File: config.mk
export PLATFORM = sky130hd
export DESIGN_NAME = command_serializer
export DESIGN_NICKNAME = d
export VERILOG_FILES = /design/src/rtl/command_serializer_pkg.sv /design/src/rtl/command_field_map.sv /design/src/rtl/command_serializer.sv
export SDC_FILE = /design/constraint.sdc
export NUM_CORES = 1
export LEC_CHECK = 0
export ABC_AREA = 0
export BUFFER_PORTS_ARGS = -buffer_cell sky130_fd_sc_hd__clkbuf_2
export CORE_MARGIN = 10
export CORE_UTILIZATION = 50
export CTS_BUF_LIST = sky130_fd_sc_hd__clkbuf_16
export DETAILED_ROUTE_END_ITERATION = 6
export PLACE_DENSITY_LB_ADDON = 0.25
export SLEW_MARGIN = 40
export SYNTH_ARGS = -nofsm -noshare
export SYNTH_HDL_FRONTEND = slang
export SYNTH_SLANG_ARGS = --single-unit
File: constraint.sdc
create_clock -name clk -period 1.7 [get_ports clk]
set_input_delay 0.425 -clock clk [delete_from_list [all_inputs] [get_ports clk]]
set_output_delay 0.425 -clock clk [all_outputs]
set_load 0.02 [all_outputs]
File: src/rtl/command_serializer_pkg.sv
// rtl/command_serializer_pkg.sv - shared command codes, field masks and serializer states
package command_serializer_pkg;

   localparam logic [7:0] COMMAND_WRITE_BLOCK_INSTR  = 8'h01;
   localparam logic [7:0] COMMAND_WRITE_BLOCK_REG    = 8'h02;
   localparam logic [7:0] COMMAND_UPDATE_BLOCK_REG   = 8'h03;
   localparam logic [7:0] COMMAND_ALLOC_DELAY        = 8'h04;
   localparam logic [7:0] COMMAND_SET_INPUT_GAIN     = 8'h05;
   localparam logic [7:0] COMMAND_SET_OUTPUT_GAIN    = 8'h06;
   localparam logic [7:0] COMMAND_COMMIT_REG_UPDATES = 8'h07;
   localparam logic [7:0] COMMAND_SWAP_PIPELINES     = 8'h10;
   localparam logic [7:0] COMMAND_RESET_PIPELINE     = 8'h11;

   // Opcode bit 3 selects the pipeline and does not change the frame layout.
   localparam logic [7:0] CMD_PIPE_SEL = 8'h08;

   localparam logic [4:0] CMD_FIELD_BLOCK = 5'b00001;
   localparam logic [4:0] CMD_FIELD_REG   = 5'b00010;
   localparam logic [4:0] CMD_FIELD_DATA  = 5'b00100;
   localparam logic [4:0] CMD_FIELD_INSTR = 5'b01000;
   localparam logic [4:0] CMD_FIELD_DELAY = 5'b10000;

   localparam int CMD_DELAY_BYTES = 4;

   // Field mask bit i corresponds to state encoding i+2.
   typedef enum logic [2:0] {
      SER_STATE_IDLE   = 3'd0,
      SER_STATE_OPCODE = 3'd1,
      SER_STATE_BLOCK  = 3'd2,
      SER_STATE_REG    = 3'd3,
      SER_STATE_DATA   = 3'd4,
      SER_STATE_INSTR  = 3'd5,
      SER_STATE_DELAY  = 3'd6
   } ser_state_t;

   function automatic ser_state_t next_field_state(input ser_state_t cur, input logic [4:0] mask);
      ser_state_t nxt;
      nxt = SER_STATE_IDLE;
      for (int i = 4; i >= 0; i--) begin
         if (mask[i] && ((i + 2) > int'(cur))) begin
            nxt = ser_state_t'(3'(i + 2));
         end
      end
      return nxt;
   endfunction

endpackage

File: src/rtl/command_field_map.sv
// rtl/command_field_map.sv - opcode to frame field mask decoder
module command_field_map
   import command_serializer_pkg::*;
(
   input  logic [7:0] opcode,
   output logic [4:0] field_mask,
   output logic       unknown
);

   always_comb begin
      field_mask = 5'b00000;
      unknown    = 1'b0;
      case (opcode & ~CMD_PIPE_SEL)
         COMMAND_WRITE_BLOCK_INSTR:
            field_mask = CMD_FIELD_BLOCK | CMD_FIELD_INSTR;
         COMMAND_WRITE_BLOCK_REG, COMMAND_UPDATE_BLOCK_REG:
            field_mask = CMD_FIELD_BLOCK | CMD_FIELD_REG | CMD_FIELD_DATA;
         COMMAND_ALLOC_DELAY:
            field_mask = CMD_FIELD_DATA | CMD_FIELD_DELAY;
         COMMAND_SET_INPUT_GAIN, COMMAND_SET_OUTPUT_GAIN:
            field_mask = CMD_FIELD_DATA;
         COMMAND_COMMIT_REG_UPDATES, COMMAND_SWAP_PIPELINES, COMMAND_RESET_PIPELINE:
            field_mask = 5'b00000;
         default:
            unknown = 1'b1;
      endcase
   end

endmodule

File: src/rtl/command_serializer.sv
// rtl/command_serializer.sv - parallel command word to control-unit byte frame transmitter
module command_serializer
   import command_serializer_pkg::*;
#(
   parameter int data_width     = 16,
   parameter int instr_width    = 32,
   parameter int timeout_cycles = 1024
) (
   input  logic                    clk,
   input  logic                    reset,
   input  logic                    cmd_valid,
   output logic                    cmd_ready,
   input  logic [7:0]              cmd_opcode,
   input  logic [7:0]              cmd_block,
   input  logic [7:0]              cmd_reg,
   input  logic [data_width-1:0]   cmd_data,
   input  logic [instr_width-1:0]  cmd_instr,
   input  logic [2*data_width-1:0] cmd_delay,
   output logic [7:0]              out_byte,
   output logic                    out_valid,
   input  logic                    out_next,
   output logic                    busy,
   output logic                    done,
   output logic                    timeout,
   output logic                    unknown_op
);

   localparam int DATA_BYTES  = data_width / 8;
   localparam int INSTR_BYTES = instr_width / 8;
   localparam int MAX_A       = (DATA_BYTES > INSTR_BYTES) ? DATA_BYTES : INSTR_BYTES;
   localparam int MAX_BYTES   = (MAX_A > CMD_DELAY_BYTES) ? MAX_A : CMD_DELAY_BYTES;
   localparam int CNT_W       = $clog2(MAX_BYTES) + 1;
   localparam int TO_W        = (timeout_cycles > 1) ? $clog2(timeout_cycles) : 1;

   ser_state_t                state_q, state_d;
   logic [4:0]                mask_q, map_mask;
   logic                      map_unknown;
   logic [7:0]                op_q, block_q, reg_q;
   logic [data_width-1:0]     data_sr;
   logic [instr_width-1:0]    instr_sr;
   logic [2*data_width-1:0]   delay_sr;
   logic [CNT_W-1:0]          byte_cnt, field_len;
   logic [TO_W-1:0]           to_cnt;
   logic                      done_q, timeout_q, unknown_q, ready_q;
   logic                      accept, advance, last_byte, to_hit;

   command_field_map u_field_map (
      .opcode     (cmd_opcode),
      .field_mask (map_mask),
      .unknown    (map_unknown)
   );

   assign out_valid  = (state_q != SER_STATE_IDLE);
   assign busy       = out_valid;
   assign cmd_ready  = ready_q && (state_q == SER_STATE_IDLE);
   assign done       = done_q;
   assign timeout    = timeout_q;
   assign unknown_op = unknown_q;
   assign accept     = cmd_valid && cmd_ready;
   assign advance    = out_valid && out_next;
   assign last_byte  = (byte_cnt == field_len - CNT_W'(1));
   // A consumed byte always wins over a terminal timeout count in the same cycle.
   assign to_hit     = (timeout_cycles != 0) && out_valid && !out_next &&
                       (to_cnt == TO_W'(timeout_cycles - 1));

   always_comb begin
      field_len = CNT_W'(1);
      case (state_q)
         SER_STATE_DATA:  field_len = CNT_W'(DATA_BYTES);
         SER_STATE_INSTR: field_len = CNT_W'(INSTR_BYTES);
         SER_STATE_DELAY: field_len = CNT_W'(CMD_DELAY_BYTES);
         default:         field_len = CNT_W'(1);
      endcase
   end

   always_comb begin
      out_byte = 8'h00;
      case (state_q)
         SER_STATE_OPCODE: out_byte = op_q;
         SER_STATE_BLOCK:  out_byte = block_q;
         SER_STATE_REG:    out_byte = reg_q;
         SER_STATE_DATA:   out_byte = data_sr[data_width-1 -: 8];
         SER_STATE_INSTR:  out_byte = instr_sr[instr_width-1 -: 8];
         SER_STATE_DELAY:  out_byte = delay_sr[2*data_width-1 -: 8];
         default:          out_byte = 8'h00;
      endcase
   end

   always_ff @(posedge clk or negedge reset) begin
      if (!reset) state_q <= SER_STATE_IDLE;
      else        state_q <= state_d;
   end

   always_comb begin
      state_d = state_q;
      if (accept) begin
         state_d = SER_STATE_OPCODE;
      end else if (advance) begin
         if (last_byte) state_d = next_field_state(state_q, mask_q);
      end else if (to_hit) begin
         state_d = SER_STATE_IDLE;
      end
   end

   always_ff @(posedge clk or negedge reset) begin
      if (!reset) begin
         mask_q    <= '0;
         op_q      <= '0;
         block_q   <= '0;
         reg_q     <= '0;
         data_sr   <= '0;
         instr_sr  <= '0;
         delay_sr  <= '0;
         byte_cnt  <= '0;
         to_cnt    <= '0;
         done_q    <= 1'b0;
         timeout_q <= 1'b0;
         unknown_q <= 1'b0;
         ready_q   <= 1'b0;
      end else begin
         ready_q   <= 1'b1;
         done_q    <= advance && last_byte && (state_d == SER_STATE_IDLE);
         timeout_q <= to_hit;
         unknown_q <= accept && map_unknown;
         if (accept) begin
            mask_q   <= map_mask;
            op_q     <= cmd_opcode;
            block_q  <= cmd_block;
            reg_q    <= cmd_reg;
            data_sr  <= cmd_data;
            instr_sr <= cmd_instr;
            delay_sr <= cmd_delay;
            byte_cnt <= '0;
            to_cnt   <= '0;
         end else if (advance) begin
            to_cnt   <= '0;
            byte_cnt <= last_byte ? '0 : byte_cnt + CNT_W'(1);
            case (state_q)
               SER_STATE_DATA:  data_sr  <= data_sr << 8;
               SER_STATE_INSTR: instr_sr <= instr_sr << 8;
               SER_STATE_DELAY: delay_sr <= delay_sr << 8;
               default: ;
            endcase
         end else if (out_valid) begin
            to_cnt <= to_cnt + TO_W'(1);
         end
      end
   end

endmodule

# == After elaboration in Yosys (flattened, before gate mapping) ==
# Index checks and enable logic that the tools add are counted.
# totals
register_bits,129
in_bits,108
output_inout_bits,14
elab_cells,96
# op_classes
n_addsub,3
n_lt_le_gt_ge,5
eq_ne,17
mux,28
reduce_logical,29
# ops
cell,n
$mux 32,6
$mux 16,3
$pmux 8 s6,1
$mux 3,12
$mux 10,3
$eq 7x3->1 const B,4
$pmux 5 s4,1
$eq 7x2->1 const B,2
$eq 7x4->1 const B,2
$logic_and 1x1->1,13
$add 10x1->10 const B,1
$eq 10x10->1 const B,1
$eq 3x3->1 const B,3
$gt 3x3->1 const A,3
$reduce_or 9->1,1
$reduce_bool 2->1,4
$eq 7x1->1 const B,1
$eq 3x2->1 const B,2
$gt 2x3->1 const A,2
$logic_not 3->1,2
$pmux 3 s2,1
$reduce_and 2->1,3
$reduce_bool 3->1,2
$reduce_or 2->1,3
6 further kinds,6

# == Longest topological paths before layout ==
# Gate-level depths: netlist (run 1).
# depth
depth_word,12
mapped_depth,7

# == Modules after synthesis ==
# From an unflattened synthesis (run 1), not the netlist that was laid out.
# hier_totals
hier_cells,616
area_unflattened_um2,6133.4
# modules_own_cells
mod,n_inst,cells_per_inst,area_each_um2,seq_area_each_um2
command_serializer,1,604,6034.5,3228.1
command_field_map,1,12,98.8,0.0

# == Least setup slack after synthesis (run 1) ==
# No wires, ideal clock.
# synth_timing
path_kind,register to output
from,register state_q[2]
to,output out_byte[3]
t_arrival_ps,1639
t_required_ps,1275
path_slack_ps,-364
path_stages_with_launch,6
path_cell_list,dfrtp_1 -> clkbuf_8 -> buf_2 -> nor2b_1 -> a221oi_1 -> o21ai_0
# synth_via
elab_chain_len,2
# synth_rtl
item,line_no,source
from (decl),command_serializer.sv:35,"ser_state_t state_q, state_d;"
from (signal assigned),command_serializer.sv:91,else state_q <= state_d;
$eq 3x3->1 (tied with other cells),command_serializer.sv:78,case (state_q)
$pmux 8 s6 (*),command_serializer.sv:78,
to (decl),command_serializer.sv:19,"output logic [7:0] out_byte,"
# Mark *: on every way between the ends. The rest lies on a longest branch, timed or not.

# == Final worst setup path (run 1) ==
# layout_timing
from,register state_q[2]
to,output out_byte[7]
# Same word-level chain as after synthesis.

==> qor.yml, run 1 <==
synth:
  yosysTopAreaCell: "dfrtp_1"
  synth_top_area_share: 0.516
  synth_edf_count: 0
  ys_ff_latch: 129
  syn_inst: 608
  synth-main-ff-cell: "dfrtp_1"
  yosys_warnings: 0
  avgSynthCellArea_um2: 10.3
  ys_async_sr_fraction: 1.00
  synth_area_leaders: "dfrtp_1, mux2i_1, nand2_1"
  ys_types: 68
  synth_area_um2: 6250
  yosysSeqAreaShare: 0.516
  synth_nets: 718
cells_and_area:
  syn_to_final_growth_pct: 42.5
  nets: 926
  instances_no_fill: 997
  diodes: 0
  fin_area_um2: 8910
  drive_above_1_share: 0.380
setup_path:
  cp_slowest_cell: "dfrtp_1"
  cp.arrival_ns: 1.92
  crit_fanout: 18
  worst_setup_path_end_kind: "output pin"
  path_class: "flip-flop to output pin"
  max_stage_delay_ns: 0.39
  worstSetupStartpointType: "flip-flop"
  crit_chain: "buf_12 > nor2b_4 > a221oi_2 > a21oi_1 > a311o_1 > clkbuf_8"
  cp.required_ns: 1.27
floorplanning:
  die_w_um: 132
  pin_count: 122
  die_h_um: 132
  start_util: 0.516
  dieArea_um2: 17400
  core_region_area_um2: 12100
  rows: 40
power_and_ir_drop:
  power.leakage_uw: 0.00453
  powerDensity_nw_per_um2: 1720
  vdd_drop_max_v: 0.000954
placement:
  dp_cells: 921
  port_buffers: 121
  pre_cts_slack_ns: -0.370
  gp_congestion: 0.878
  place_area_um2: 7480
  dp_hpwl_um: 12400
routing:
  first_iter_violations: 630
  drc: 0
  route.antenna.remaining_nets: 0
  via_count: 5587
  vias_per_cell: 5.60
  drt-pass1-iter-count: 5
  avgRoutedWirePerCell_um: 18.8
  wirelength_um: 18800
run_status:
  status: "finished, violations left"
  violations: "negative setup slack"
clocking:
  clock_sinks: 129
  htreeDepth: 4
  root_buffer: "clkbuf_16"
  clkTransAtPathRegs_ns: 0.06
  cts_tree: "yes"
  clockBufferDepth: 2
  clock_latency_ns: 0.42
  numCtsBuffers: 17
sta:
  relSlewSlack: 0.660
  fin_worst_skew_ns: 0.00831
  worst_hold_slack_ns: 0.202
  post-route-min-period_ns: 2.34
  finalSetupViolCount: 139
  drv_slew: 0
  post-route-period-util: 1.38
  max_freq_ghz: 0.427
  hold_viol_final: 0
  tightest_slew_ns: 0.505
  rsz0062_at_grt: "yes"
  setup_ws_ns: -0.642
global_route:
  grt_pass1_wl_um: 30300
  antenna_found_initial: 0
  grt_pass1_vias: 5813
  grt_use_total: 0.215
  grt_max_degree: 36
  grt.overflow.total: 0
worst_hold_path:
  min_path_type: "primary input to flip-flop"
run:
  maxCapViolCount: 0
stage by stage:
step                total power [uW]  setup TNS (ns)  utilization
global placement                9830           -9.66        0.618
finish                         15300          -46.00        0.736
CTS                            15100          -29.62        0.725
global route                   16100          -53.48        0.736
floorplan                       8140           -1.03            -
detailed placement             10000          -14.25        0.618
metal layers:
metal	global-route usage	vias to the layer above	routed length (um)
li1	-	2602	-
met1	0.260	2734	7830
met2	0.355	211	9470
met3	0.0606	40	1060
met4	0.0847	0	422
met5	0	-	0
where the power goes:
part           switching [uW]  internal, uW
combinational            3050          3210
sequential                904          4320
clock                    1380          2440
cells in the mapped netlist, types with 2 or more instances:
master / count
dfrtp_1: 129
ha_1: 2
nor4_1: 2
nand2b_1: 3
a31oi_1: 3
clkbuf_1: 7
buf_6: 4
nand4_1: 3
nand2_1: 142
and2_1: 2
buf_2: 8
nand3b_1: 2
clkbuf_8: 4
nand3_1: 11
nor3_1: 4
a22o_1: 25
nor2b_1: 2
a311o_1: 2
o211ai_1: 2
mux2_2: 7
a221oi_1: 8
inv_2: 2
a21oi_1: 16
o21ai_0: 69
o31ai_1: 3
buf_4: 11
mux2i_1: 62
inv_1: 3
buf_12: 2
o21ai_1: 6
a32o_1: 2
nor2_1: 21
a22oi_1: 4
sequential cells by signal (all words and copies together), names as in the netlist:
signal,flops
data_sr,16
timeout,1
instr_sr,32
reg_q,8
unknown_op,1
to_cnt,10
op_q,8
ready_q,1
byte_cnt,3
mask_q,5
state_q,3
done,1
block_q,8
delay_sr,32
layout by cell type, fill, tap and decap left out, types with 5 or more instances in the layout:
master and n:
a221oi_2 5, mux2i_1 62, o21ai_0 60, a21oi_1 7, a22o_1 25, clkbuf_16 17, bufbuf_16 5, nand2_1 140
buf_12 19, nand3_1 9, dfrtp_1 127, buf_4 64, buf_6 9, a21oi_2 8, o21ai_1 11, mux2_2 6
nor2_1 19, clkbuf_2 115
final timing paths:
| kind | depth (start not counted) | slack [ns] | to | from |
|---|---|---|---|---|
| min | 3 | 0.20 | block_q[5]$_DFFE_PN0P_ | cmd_block[5] |
| max reg2reg | 11 | -0.45 | data_sr[3]$_DFFE_PN0P_ | state_q[2]$_DFF_PN0_ |
| min in group asynchronous | 2 | 0.45 | to_cnt[3]$_DFFE_PN0P_ | reset |
| max | 6 | -0.64 | out_byte[7] | state_q[2]$_DFF_PN0_ |
| max in group asynchronous | 3 | 0.71 | instr_sr[5]$_DFFE_PN0P_ | reset |
| min reg2reg | 2 | 0.47 | block_q[0]$_DFFE_PN0P_ | block_q[0]$_DFFE_PN0P_ |
final cells by class:
| type | instances | area (um^2) |
|---|---|---|
| tap | 168 | 210 |
| sequential | 129 | 3230 |
| multi-input combinational | 440 | 2940 |
| clock inverter | 15 | 190 |
| inverter | 5 | 21.3 |
| clock buffer | 17 | 425 |
| fill | 827 | 3200 |
| timing repair buffer | 223 | 1890 |
critical path: cells and delay by family (launching register included):
kind	cells	cell delay, ns
AO/OA/AOI/OAI	3	0.63
buffers and inverters	2	0.33
flip-flops	1	0.39
AND/OR/NAND/NOR	1	0.14
cell families (layout without fill, tap and decap cells):
kind of cell	count (synthesis)	in the layout	synth area share
DFF	129	129	0.516
xor gates and xnor gates	2	2	0.00280
adders and majority gates	2	2	0.00400
muxes	69	69	0.112
buffers and inverters	43	260	0.0524
and+or+nand+nor	206	208	0.146
AOI/OAI and AO/OA	156	158	0.166
other	1	1	0.000600
what timing repair did:
item,CTS,global route
pin swaps,4,3
gates resized for setup,49,19
gates cloned,13,0
buffers inserted,20,11
hold buffers,1,0
setup endpoints to repair,110,139
endpoints found under the hold margin,21,0
Note: power is estimated with default switching activity, not from simulation.
==> run 2: changes to the inputs <==
--- a/config.mk
+++ b/config.mk
@@ -9,3 +9,3 @@
 export BUFFER_PORTS_ARGS = -buffer_cell sky130_fd_sc_hd__clkbuf_2
-export CORE_MARGIN = 10
+export CORE_MARGIN = 2
 export CORE_UTILIZATION = 50
==> constraint.sdc (replaced) <==
create_clock -name clk -period 1.7 [get_ports clk]
set_input_delay 0.085 -clock clk [delete_from_list [all_inputs] [get_ports clk]]
set_output_delay 0.085 -clock clk [all_outputs]
set_load 0.02 [all_outputs]
==> qor.yml, run 2 (synthesis gave the netlist of run 1 again) <==
run_status:
  status: "finished, violations left"
  violations: "negative setup slack"
global_route:
  grt_max_degree: 54  # +50%
  grt.overflow.total: 0  # unchanged
  antenna_found_initial: 0  # unchanged
  grt_use_total: 0.334  # +0.119
  grt_pass1_wl_um: 33900  # +12%
  grt_pass1_vias: 6631  # +14%
placement:
  dp_hpwl_um: 10900  # -12%
  port_buffers: 121  # unchanged
  pre_cts_slack_ns: -0.187  # +0.183 ns
  place_area_um2: 7280  # -2.8%
  gp_congestion: 0.863  # -1.8%
  dp_cells: 907  # -1.5%
sta:
  fin_worst_skew_ns: 0.00866  # +0.000347 ns
  relSlewSlack: 0.379  # -0.281
  finalSetupViolCount: 139  # unchanged
  post-route-min-period_ns: 2.28  # -0.0619 ns
  setup_ws_ns: -0.580  # +0.0619 ns
  hold_viol_final: 0  # unchanged
  post-route-period-util: 1.34  # -0.0364
  rsz0062_at_grt: "yes"
  drv_slew: 0  # unchanged
  max_freq_ghz: 0.439  # +2.7%
  tightest_slew_ns: 0.922  # +0.417 ns
clocking:
  htreeDepth: 4  # unchanged
  clkTransAtPathRegs_ns: 0.06  # about the same
  clock_latency_ns: 0.43  # about the same
  numCtsBuffers: 17  # unchanged
  clockBufferDepth: 2  # unchanged
  cts_tree: "yes"
  root_buffer: "clkbuf_16"
  clock_sinks: 129  # unchanged
setup_path:
  max_stage_delay_ns: 0.55  # +0.16 ns
  path_class: "flip-flop to flip-flop"
  cp.required_ns: 1.97  # +0.70 ns
  worstSetupStartpointType: "flip-flop"
  cp_slowest_cell: "mux2i_1"
  cp.arrival_ns: 2.55  # +0.63 ns
  worst_setup_path_end_kind: "flip-flop"
  crit_chain: "buf_6 > inv_8 > buf_4 > and3_2 > nand2_4 > mux2i_1 > o21ai_2"
  path_delay_family: "simple AND/OR/NAND/NOR gates"
  crit_buf_inv: 3  # +1
  crit_fanout: 24  # +6
cells_and_area:
  diodes: 0  # unchanged
  layout_commonest_cell: "dfrtp_1"
  final_cell_mix: "dfrtp_1, clkbuf_2, dlygate4sd3_1"
  syn_to_final_growth_pct: 80.1
  drive_above_1_share: 0.506  # +0.126
  nets: 1059  # +14%
  instances_no_fill: 1130  # +13%
  fin_area_um2: 11300  # +26%
  biggestRegsByFlops: "delay_sr x32, instr_sr x32, data_sr x16"
routing:
  wirelength_um: 30900  # +65%
  vias_per_cell: 6.53  # +16%
  drc: 0  # unchanged
  avgRoutedWirePerCell_um: 27.3  # +45%
  route.antenna.remaining_nets: 0  # unchanged
  drt-pass1-iter-count: 6  # +1
  via_count: 7376  # +32%
  first_iter_violations: 1235  # +96%
floorplanning:
  pin_count: 122  # unchanged
  die_w_um: 116  # -12%
  core_region_area_um2: 12100  # unchanged
  start_util: 0.516  # unchanged
  rows: 40  # unchanged
  dieArea_um2: 13400  # -23%
  die_h_um: 116  # -12%
run:
  maxCapViolCount: 0  # unchanged
worst_hold_path:
  min_path_type: "primary input to flip-flop"
power_and_ir_drop:
  vdd_drop_max_v: 0.000869  # -8.8%
  powerDensity_nw_per_um2: 1660  # -3.4%
  p_total_uw: 18700  # +22%
  power.leakage_uw: 0.00550  # +22%
[run 2: cell count changes in the layout (fill, tap and decap cells not counted), moves of 10 or more]
cell	previous run	this run
o21ai_0	60	3
nand2_2	2	45
mux2i_1	62	52
o21ai_2	4	51
dlygate4sd3_1	1	105
nand2_1	140	67
buf_6	9	30
buf_8	3	16
clkbuf_16	17	27
nand2_4	2	32
[run 2: routing by layer]
| layer | up-vias | track usage | part of all wire |
|---|---|---|---|
| met5 | - | 0 | 0 |
| met4 | 0 | 0.157 | 0.076 |
| met3 | 235 | 0.0753 | 0.11 |
| met2 | 788 | 0.566 | 0.48 |
| met1 | 3486 | 0.408 | 0.33 |
| li1 | 2867 | - | - |
[run 2: cell type report]
type | count | area, um^2
repair buffers | 358 | 3520
clock buffers | 17 | 425
well taps | 168 | 210
inverters | 5 | 31.3
multi-input cells | 438 | 3720
fillers | 362 | 850
clock inverters | 15 | 126
flip-flops and latches | 129 | 3230
[run 2: power breakdown]
group / leakage, uW / total (uW) / switching, uW / internal (uW)
combinational: 0.00359 / 9490 / 4900 / 4590
clock: 0.000278 / 3610 / 1500 / 2120
sequential: 0.00164 / 5570 / 1260 / 4310
total: 0.00550 / 18700 / 7650 / 11000
[run 2: final timing paths]
check | start | to | slack (ns) | depth (start not counted)
setup / recovery | state_q[1]$_DFF_PN0_ | instr_sr[18]$_DFFE_PN0P_ | -0.58 | 7
hold / removal | out_next | to_cnt[9]$_DFFE_PN0P_ | 0.16 | 4
max in group asynchronous | reset | instr_sr[13]$_DFFE_PN0P_ | 0.91 | 3
setup reg to reg | state_q[1]$_DFF_PN0_ | instr_sr[18]$_DFFE_PN0P_ | -0.58 | 7
min in group asynchronous | reset | to_cnt[9]$_DFFE_PN0P_ | 0.17 | 2
hold reg to reg | instr_sr[2]$_DFFE_PN0P_ | instr_sr[2]$_DFFE_PN0P_ | 0.52 | 1
[run 2: worst reg2reg max path, stage by stage (launching register included)]
cell and delay (ns):
dfrtp_1 0.37, buf_6 0.16, inv_8 0.05, buf_4 0.13, and3_2 0.25, nand2_4 0.37
mux2i_1 0.57, o21ai_2 0.22
[run 2: what timing repair did]
item,CTS,global route
hold buffers,105,0
buffers inserted,29,39
resized for setup,123,284
cloned,11,15
pin swaps,38,108
endpoints found under the hold margin,158,0
setup endpoints to repair,46,131
[run 2: per-stage QoR]
stage | utilization | hold slack [ns] | setup TNS (ns)
4_1_cts | 0.804 | 0.105 | -8.68
3_5_place_dp | 0.601 | 0.0806 | -1.94
6_report | 0.930 | 0.161 | -30.26
5_1_grt | 0.930 | 0.161 | -33.10
3_3_place_gp | 0.601 | 0.0683 | -0.476
2_1_floorplan | - | -0.211 | 0
